### src/rtl/univ_shift_reg_n.sv
// Universal shift register: parallel load, then multi-step shifts (logical,
// rotate, arithmetic, zero-fill) in either direction, one position per clock,
// with a start/busy/done handshake for the issuing control logic.
module univ_shift_reg_n #(
    parameter int WIDTH = 8,
    parameter int CNT_W = 4
) (
    input  logic             clk,
    input  logic             rst_n,
    input  logic             load,
    input  logic [WIDTH-1:0] d_in,
    input  logic             start,
    input  logic             dir,
    input  logic [1:0]       mode,
    input  logic [CNT_W-1:0] steps,
    input  logic             ser_in,
    output logic [WIDTH-1:0] q,
    output logic             ser_out,
    output logic             busy,
    output logic             done
);

    typedef enum logic {
        IDLE,
        SHIFT
    } state_t;

    localparam logic [1:0] MODE_LOGICAL = 2'b00;
    localparam logic [1:0] MODE_ROTATE  = 2'b01;
    localparam logic [1:0] MODE_ARITH   = 2'b10;

    state_t           state, state_nxt;
    logic [CNT_W-1:0] remaining, remaining_nxt;
    logic             dir_q, dir_nxt;
    logic [1:0]       mode_q, mode_nxt;
    logic [WIDTH-1:0] q_nxt;
    logic             ser_out_nxt;
    logic             done_nxt;

    // Single-position shift result and the bit pushed out of the word.
    logic [WIDTH-1:0] shift_val;
    logic             fill_bit;
    logic             out_bit;

    // One-position shift of q using the command's latched direction and mode;
    // ser_in is deliberately taken live, not latched.
    always_comb begin
        // NOTE: every combinationally assigned signal gets a default first so no latch is inferred.
        fill_bit  = 1'b0;
        out_bit   = 1'b0;
        shift_val = q;
        if (!dir_q) begin
            out_bit = q[0];
            case (mode_q)
                MODE_LOGICAL: fill_bit = ser_in;
                MODE_ROTATE:  fill_bit = q[0];
                MODE_ARITH:   fill_bit = q[WIDTH-1];
                default:      fill_bit = 1'b0;
            endcase
            shift_val = {fill_bit, q[WIDTH-1:1]};
        end else begin
            out_bit = q[WIDTH-1];
            case (mode_q)
                MODE_LOGICAL: fill_bit = ser_in;
                MODE_ROTATE:  fill_bit = q[WIDTH-1];
                default:      fill_bit = 1'b0;
            endcase
            shift_val = {q[WIDTH-2:0], fill_bit};
        end
    end

    // Next-state logic: load/start accepted only in IDLE, load wins over start;
    // SHIFT performs one shift per edge until the remaining count runs out.
    always_comb begin
        state_nxt     = state;
        remaining_nxt = remaining;
        dir_nxt       = dir_q;
        mode_nxt      = mode_q;
        q_nxt         = q;
        ser_out_nxt   = ser_out;
        done_nxt      = 1'b0;
        case (state)
            IDLE: begin
                if (load) begin
                    q_nxt = d_in;
                end else if (start) begin
                    dir_nxt  = dir;
                    mode_nxt = mode;
                    if (steps != '0) begin
                        state_nxt     = SHIFT;
                        remaining_nxt = steps;
                    end else begin
                        done_nxt = 1'b1;
                    end
                end
            end
            SHIFT: begin
                q_nxt         = shift_val;
                ser_out_nxt   = out_bit;
                remaining_nxt = remaining - 1'b1;
                if (remaining == CNT_W'(1)) begin
                    state_nxt = IDLE;
                    done_nxt  = 1'b1;
                end
            end
            default: state_nxt = IDLE;
        endcase
    end

    // State and datapath registers; reset aborts any command without a done.
    always_ff @(posedge clk or negedge rst_n) begin
        if (!rst_n) begin
            state     <= IDLE;
            remaining <= '0;
            dir_q     <= 1'b0;
            mode_q    <= 2'b00;
            q         <= '0;
            ser_out   <= 1'b0;
            done      <= 1'b0;
        end else begin
            // NOTE: non-blocking assignments so every register samples pre-edge values.
            state     <= state_nxt;
            remaining <= remaining_nxt;
            dir_q     <= dir_nxt;
            mode_q    <= mode_nxt;
            q         <= q_nxt;
            ser_out   <= ser_out_nxt;
            done      <= done_nxt;
        end
    end

    assign busy = (state == SHIFT);

endmodule

### config.mk
export PLATFORM = sky130hd
export DESIGN_NAME = univ_shift_reg_n
export DESIGN_NICKNAME = d
export VERILOG_FILES = /design/src/rtl/univ_shift_reg_n.sv
export SDC_FILE = /design/constraint.sdc
export NUM_CORES = 1
export LEC_CHECK = 0
export ABC_AREA = 1
export CAP_MARGIN = 20
export CORE_MARGIN = 2
export CORE_UTILIZATION = 46
export DETAILED_ROUTE_END_ITERATION = 8
export GPL_ROUTABILITY_DRIVEN = 0
export PLACE_DENSITY_LB_ADDON = 0.3
export SYNTH_ARGS = -nofsm -noshare
export SYNTH_HDL_FRONTEND = slang
export SYNTH_SLANG_ARGS = --single-unit
export TNS_END_PERCENT = 20
### constraint.sdc
create_clock -name clk -period 1.6 [get_ports clk]
set_input_delay 0.24 -clock clk [delete_from_list [all_inputs] [get_ports clk]]
set_output_delay 0.24 -clock clk [all_outputs]
set_load 0.05 [all_outputs]
==> flow_metrics.tcl, run 1 <==
set metrics [dict create \
    status "finished clean" \
    cts.repair_timing.setup_buffer_count 0 \
    pre_cts_ws_ns 0.0936 \
    global_route.overflow_total 0 \
    worstReg2RegEnd "q[5]" \
    timing_hold_violations_final 0 \
    grt_pass1_vias 923 \
    max_cap_viol_count 0 \
    syn-mean-instance-area_um2 7.98 \
    slew_viol_final 0 \
    critical-path-slowest-cell "sky130_fd_sc_hd__dfrtp_1" \
    clkSinkCount 18 \
    setup.worst_path.start_class "flip-flop" \
    hold_buffers 0 \
    ff2ff_path_depth 4 \
    drt_iter0_drc 25 \
    grt_first_pass_wirelength_um 3930 \
    sequential_to_total_area_share_from_yosys_stat_pct 44.1 \
    synth_top_area_cell "sky130_fd_sc_hd__dfrtp_1" \
    mappedNetlistNets 150 \
    clock_skew_ns 0.00185 \
    multiplexer_area_fraction_after_synthesis_pct 0 \
    synth_common_cells "sky130_fd_sc_hd__nand2_1, sky130_fd_sc_hd__dfrtp_1, sky130_fd_sc_hd__inv_1" \
    post_drt_wl_per_cell_um 12.4 \
    multiInputGateArea_um2 467 \
    postSynth.topFlopCell "sky130_fd_sc_hd__dfrtp_1" \
    tritoncts_clock_tree "yes" \
    worst-path-max-fanout 8 \
    cellPowerDensity_nw_per_um2 2200 \
    postSynth.asyncResetShare_pct 100 \
    post-route-drc-count 0 \
    boundary_pins 31 \
    finalPower_mw 3.01 \
    worstSetupEndpointType "output port" \
    htree_levels 1 \
    fp-row-count 17 \
    drive_above_1_share_pct 14.9 \
    post_synth_edffs 0 \
    critPathMaxStageDelay_ns 0.63 \
    synth-compound-area-share_pct 21.3 \
    synth_warnings 0 \
    placement.io_buffers 30 \
    synth_simple_gate_area_share_pct 21.1 \
    critPathKind "flip-flop to output port" \
    floorplan.die_area_um2 2610 \
    final_critical_path_setup_slack_ns 0.0853 \
    worst_ep_arrival_time_ns 1.27 \
    drt_pre_antenna_iters 5 \
    clock.fmax_mhz 660 \
    fin_tns_setup_ns 0 \
    finalSetupViolCount 0 \
    worst_skew_late_latency_ns 0.29 \
    die_y_um 51.1 \
    antenna_found_initial 0 \
    post_synth_inst_count 128 \
    endpoint_required_time_on_the_critical_path_ns 1.36 \
    synthMostInstantiatedCell "sky130_fd_sc_hd__nand2_1" \
    period_share_pct 94.7 \
    final.min_clock_period_ns 1.51 \
    cts-root-to-sink-buffers 2 \
    num-nets-final 184 \
    grt_usage_pct 20.5 \
    route.vias.total 968 \
    yosys_register_bits 18 \
    seq_area_um2 450 \
    dp.final_hpwl_um 1750 \
    timing.critical_path.cells "buf_4 -> buf_12" \
    syn2layout_area_growth_pct 33.9 \
    ctsRootBufferMaster "sky130_fd_sc_hd__clkbuf_4" \
    pin_count_of_the_biggest_net_entering_global_routing 23 \
    fillerInstances 187 \
    antenna_violating_nets_post_route 0 \
    routed_via_density 5.12 \
    core_um2 2150 \
    type_of_the_most_critical_hold_path "primary input to asynchronous set/reset pin" \
    finish.utilization_pct 63.7 \
    yosys.cell_types.count 22 \
    tightestPinTransition_ns 0.440 \
    regToRegSetupSlack_ns 0.31 \
    finalHoldWorstSlack_ns 0.269 \
    grt_setup_unrepaired "false" \
    synth_top_cells_by_area "sky130_fd_sc_hd__dfrtp_1, sky130_fd_sc_hd__nand2_1, sky130_fd_sc_hd__o21ai_0" \
    syn_area_um2 1020 \
    r2r-start "busy" \
    vdd.ir_drop.worst_mv 1.01 \
    num_antenna_cells 0 \
    postRouteWirelength_um 2340 \
    synth_top_family_by_area "compound AO/OA/AOI/OAI gates" \
    clkTransAtPathRegs_ns 0.11 \
    synth_area_in_adders_pct 2.45 \
    dieWidth_um 51.1 \
    cts_resized 0 \
    static-leakage-power_nw 0.668 \
    cts-buffers-inserted 3 \
    initial_utilization_pct 47.5 \
    netlist.area_leader.share_pct 44.1 \
    slew_headroom_pct 70.7 \
    synth_xor_xnor_area_share_pct 0.858 \
]
## critical path: cells and delay by family, from the launching register on
kind | cells | cell delay, ns
flops | 1 | 0.63
buf+inv | 2 | 0.35
## sequential cells by signal (all words and copies together), names as in the netlist
register and count:
mode_q 2, q 8, ser_out 1, done 1
remaining 4, busy 1, dir_q 1
## how the worst max path moves through the flow
| stage | startpoint | endpoint | cells past startpoint |
|---|---|---|---|
| global placement | load | remaining[1] | 6 |
| global route | busy | busy | 2 |
| detailed placement | load | remaining[0] | 6 |
| CTS | busy | busy | 2 |
| finish | busy | busy | 2 |
| floorplan | busy | remaining[2] | 7 |
## routing by layer
layer / wire [um] / part of all wire (%) / track usage [%] / up-vias
met2: 1160 / 50 / 33.5 / 30
met3: 123 / 5.3 / 3.22 / 4
met5: 0 / 0 / 0 / -
li1: - / - / - / 498
met1: 1020 / 43 / 26.3 / 436
met4: 38 / 1.6 / 9.91 / 0
## logic make-up (layout without fill, tap and decap cells)
family	Yosys count	in the layout
xor+xnor	1	1
compound gates	39	39
buf+inv	22	55
fa+ha+maj	2	2
flops	18	18
simple gates	46	46
## report_power, final
group          total (mW)  switching (mW)  leakage [nW]  internal, mW
Combinational        1.81            1.16         0.432         0.644
Sequential          0.912           0.224         0.216         0.688
Clock               0.288           0.149        0.0210         0.139
## placed cells by master (no fill, tap or decap), types with 2 or more instances in the layout
| cell type | count |
|---|---|
| sky130_fd_sc_hd__nand2_1 | 23 |
| sky130_fd_sc_hd__clkdlybuf4s50_1 | 19 |
| sky130_fd_sc_hd__dfrtp_1 | 18 |
| sky130_fd_sc_hd__inv_1 | 16 |
| sky130_fd_sc_hd__o21ai_0 | 14 |
| sky130_fd_sc_hd__buf_4 | 13 |
| sky130_fd_sc_hd__nand3_1 | 11 |
| sky130_fd_sc_hd__a21oi_1 | 9 |
| sky130_fd_sc_hd__nor2_1 | 8 |
| sky130_fd_sc_hd__o21ai_1 | 7 |
| sky130_fd_sc_hd__a22oi_1 | 6 |
| sky130_fd_sc_hd__clkbuf_4 | 3 |
| sky130_fd_sc_hd__ha_1 | 2 |
## final cells by class
| cell class | instances | share of cell area [%] |
|---|---|---|
| Tap cell | 28 | 2.56 |
| Sequential cell | 18 | 32.9 |
| Inverter | 18 | 5.22 |
| Timing Repair Buffer | 33 | 22.5 |
| Clock buffer | 4 | 2.65 |
| Multi-Input combinational cell | 88 | 34.1 |
## stage by stage
step	std cells	area, um^2
final	189	1370
after global routing	189	1370
after CTS	189	1370
after detailed placement	185	1330
after global placement	185	1330
after floorplan	128	1020
Power figures use the tool's default switching activity.
==> run 2, diff against run 1 <==
--- a/config.mk
+++ b/config.mk
@@ -13,2 +13,3 @@
 export GPL_ROUTABILITY_DRIVEN = 0
+export MAX_ROUTING_LAYER = met4
 export PLACE_DENSITY_LB_ADDON = 0.3
==> constraint.sdc (replaced) <==
create_clock -name clk -period 1.6 [get_ports clk]
set_input_delay 0.48 -clock clk [delete_from_list [all_inputs] [get_ports clk]]
set_output_delay 0.48 -clock clk [all_outputs]
set_load 0.05 [all_outputs]
==> flow_metrics.tcl, run 2 (synthesized netlist as in run 1, its figures left out) <==
set metrics [dict create \
    antenna_violating_nets_post_route 0 \
    slew_headroom_pct 70.6 \
    pin_count_of_the_biggest_net_entering_global_routing 23 \
    slew_viol_final 0 \
    finalInstanceArea_um2 1500 \
    postRouteWirelength_um 2490 \
    met2_usage_pct 38.1 \
    worst-path-max-fanout 6 \
    syn2layout_area_growth_pct 47.1 \
    pre_cts_ws_ns -0.129 \
    grt.met3_usage_pct 4.39 \
    post_drt_wl_per_cell_um 13.1 \
    timing.critical_path.cells "buf_12" \
    die_y_um 51.1 \
    drt_pre_antenna_iters 4 \
    tightestPinTransition_ns 0.441 \
    clkTransAtPathRegs_ns 0.10 \
    dp.final_hpwl_um 1860 \
    type_of_the_most_critical_hold_path "primary input to asynchronous set/reset pin" \
    worst_ep_arrival_time_ns 0.99 \
    initial_utilization_pct 47.5 \
    layout.cells.most_common "sky130_fd_sc_hd__nand2_1" \
    timing.critical_path.max_delay_family "flip-flops" \
    vdd.ir_drop.worst_mv 1.30 \
    post-place-cells 186 \
    drive_above_1_share_pct 16.0 \
    route.vias.total 1023 \
    cp.buffers_inverters 1 \
    cts-buffers-inserted 3 \
    final.min_clock_period_ns 1.47 \
    routed_via_density 5.38 \
    critical-path-slowest-cell "sky130_fd_sc_hd__dfrtp_2" \
    grt_usage_pct 22.5 \
    grt_setup_unrepaired "false" \
    worstSetupEndpointType "output port" \
    post-route-drc-count 0 \
    placement.io_buffers 30 \
    grt_pass1_vias 977 \
    ctsRootBufferMaster "sky130_fd_sc_hd__clkbuf_4" \
    max_cap_viol_count 0 \
    largest_register_ff_count 8 \
    finalHoldWorstSlack_ns 0.503 \
    floorplan.die_area_um2 2610 \
    final-instance-count-excl-fill 190 \
    timing_hold_violations_final 0 \
    worst_skew_late_latency_ns 0.29 \
    critPathMaxStageDelay_ns 0.51 \
    fin_tns_setup_ns 0 \
    clkSinkCount 18 \
    status "finished clean" \
    dieWidth_um 51.1 \
    cts.repair_timing.setup_buffer_count 0 \
    boundary_pins 31 \
    largest-register "q" \
    cts-root-to-sink-buffers 2 \
    cellPowerDensity_nw_per_um2 2260 \
    antenna_found_initial 0 \
    period_share_pct 91.7 \
    drt_iter0_drc 16 \
    cts_resized 0 \
    worstSetupStartpoint "busy" \
    finalPower_mw 3.39 \
    commonest_cells_after_routing_fill_and_taps_aside "sky130_fd_sc_hd__nand2_1, sky130_fd_sc_hd__clkdlybuf4s50_1, sky130_fd_sc_hd__dfrtp_1" \
    num-nets-final 185 \
    tritoncts_clock_tree "yes" \
    finalSetupViolCount 0 \
    num_antenna_cells 0 \
    r2r-start "dir_q" \
    clock.fmax_mhz 682 \
    static-leakage-power_nw 0.715 \
    grt_first_pass_wirelength_um 4220 \
    use_met1_pct 25.9 \
    gr-max-usage-layer "met2" \
    largest_registers "q (8), remaining (4), mode_q (2)" \
    endpoint_required_time_on_the_critical_path_ns 1.12 \
    placed_area_um2 1460 \
    clock_skew_ns 0.000783 \
    fp-row-count 17 \
    hold_buffers 0 \
    critPathKind "flip-flop to output port" \
    core_um2 2150 \
    global_route.overflow_total 0 \
    finish.utilization_pct 69.9 \
    setup.worst_path.start_class "flip-flop" \
    final_critical_path_setup_slack_ns 0.133 \
    htree_levels 1 \
]
==> run 2: cell count changes in the layout (fill, tap and decap cells not counted), sizes merged <==
cell,before,now
buf,14,15
==> run 2: layout make-up <==
| type | instances | area (um^2) |
|---|---|---|
| Inverter | 18 | 71.3 |
| Multi-Input combinational cell | 88 | 467 |
| Timing Repair Buffer | 34 | 440 |
| Clock buffer | 4 | 36.3 |
| Fill cell | 178 | 647 |
| Tap cell | 28 | 35.0 |
| Sequential cell | 18 | 452 |
==> run 2: power breakdown <==
group          total (mW)  leakage (nW)  internal, mW  switching [mW]
Sequential           1.01         0.215         0.691           0.323
Combinational        2.09         0.479         0.940            1.15
Clock               0.283        0.0210         0.139           0.144
==> run 2: metal layers <==
layer | up-vias | routed length, um
met5 | - | 0
met4 | 0 | 40
met3 | 4 | 164
met2 | 37 | 1210
met1 | 489 | 1070
li1 | 493 | -
==> run 2: worst paths after layout <==
kind                                 to  slack, ns  depth (start not counted)
setup / recovery                   busy       0.13                          1
hold / removal                     q[4]       0.50                          2
setup reg to reg                   q[1]       0.32                          4
hold reg to reg            remaining[3]       0.57                          2
max in group asynchronous          busy       0.88                          2
min in group clk           remaining[3]       0.57                          2
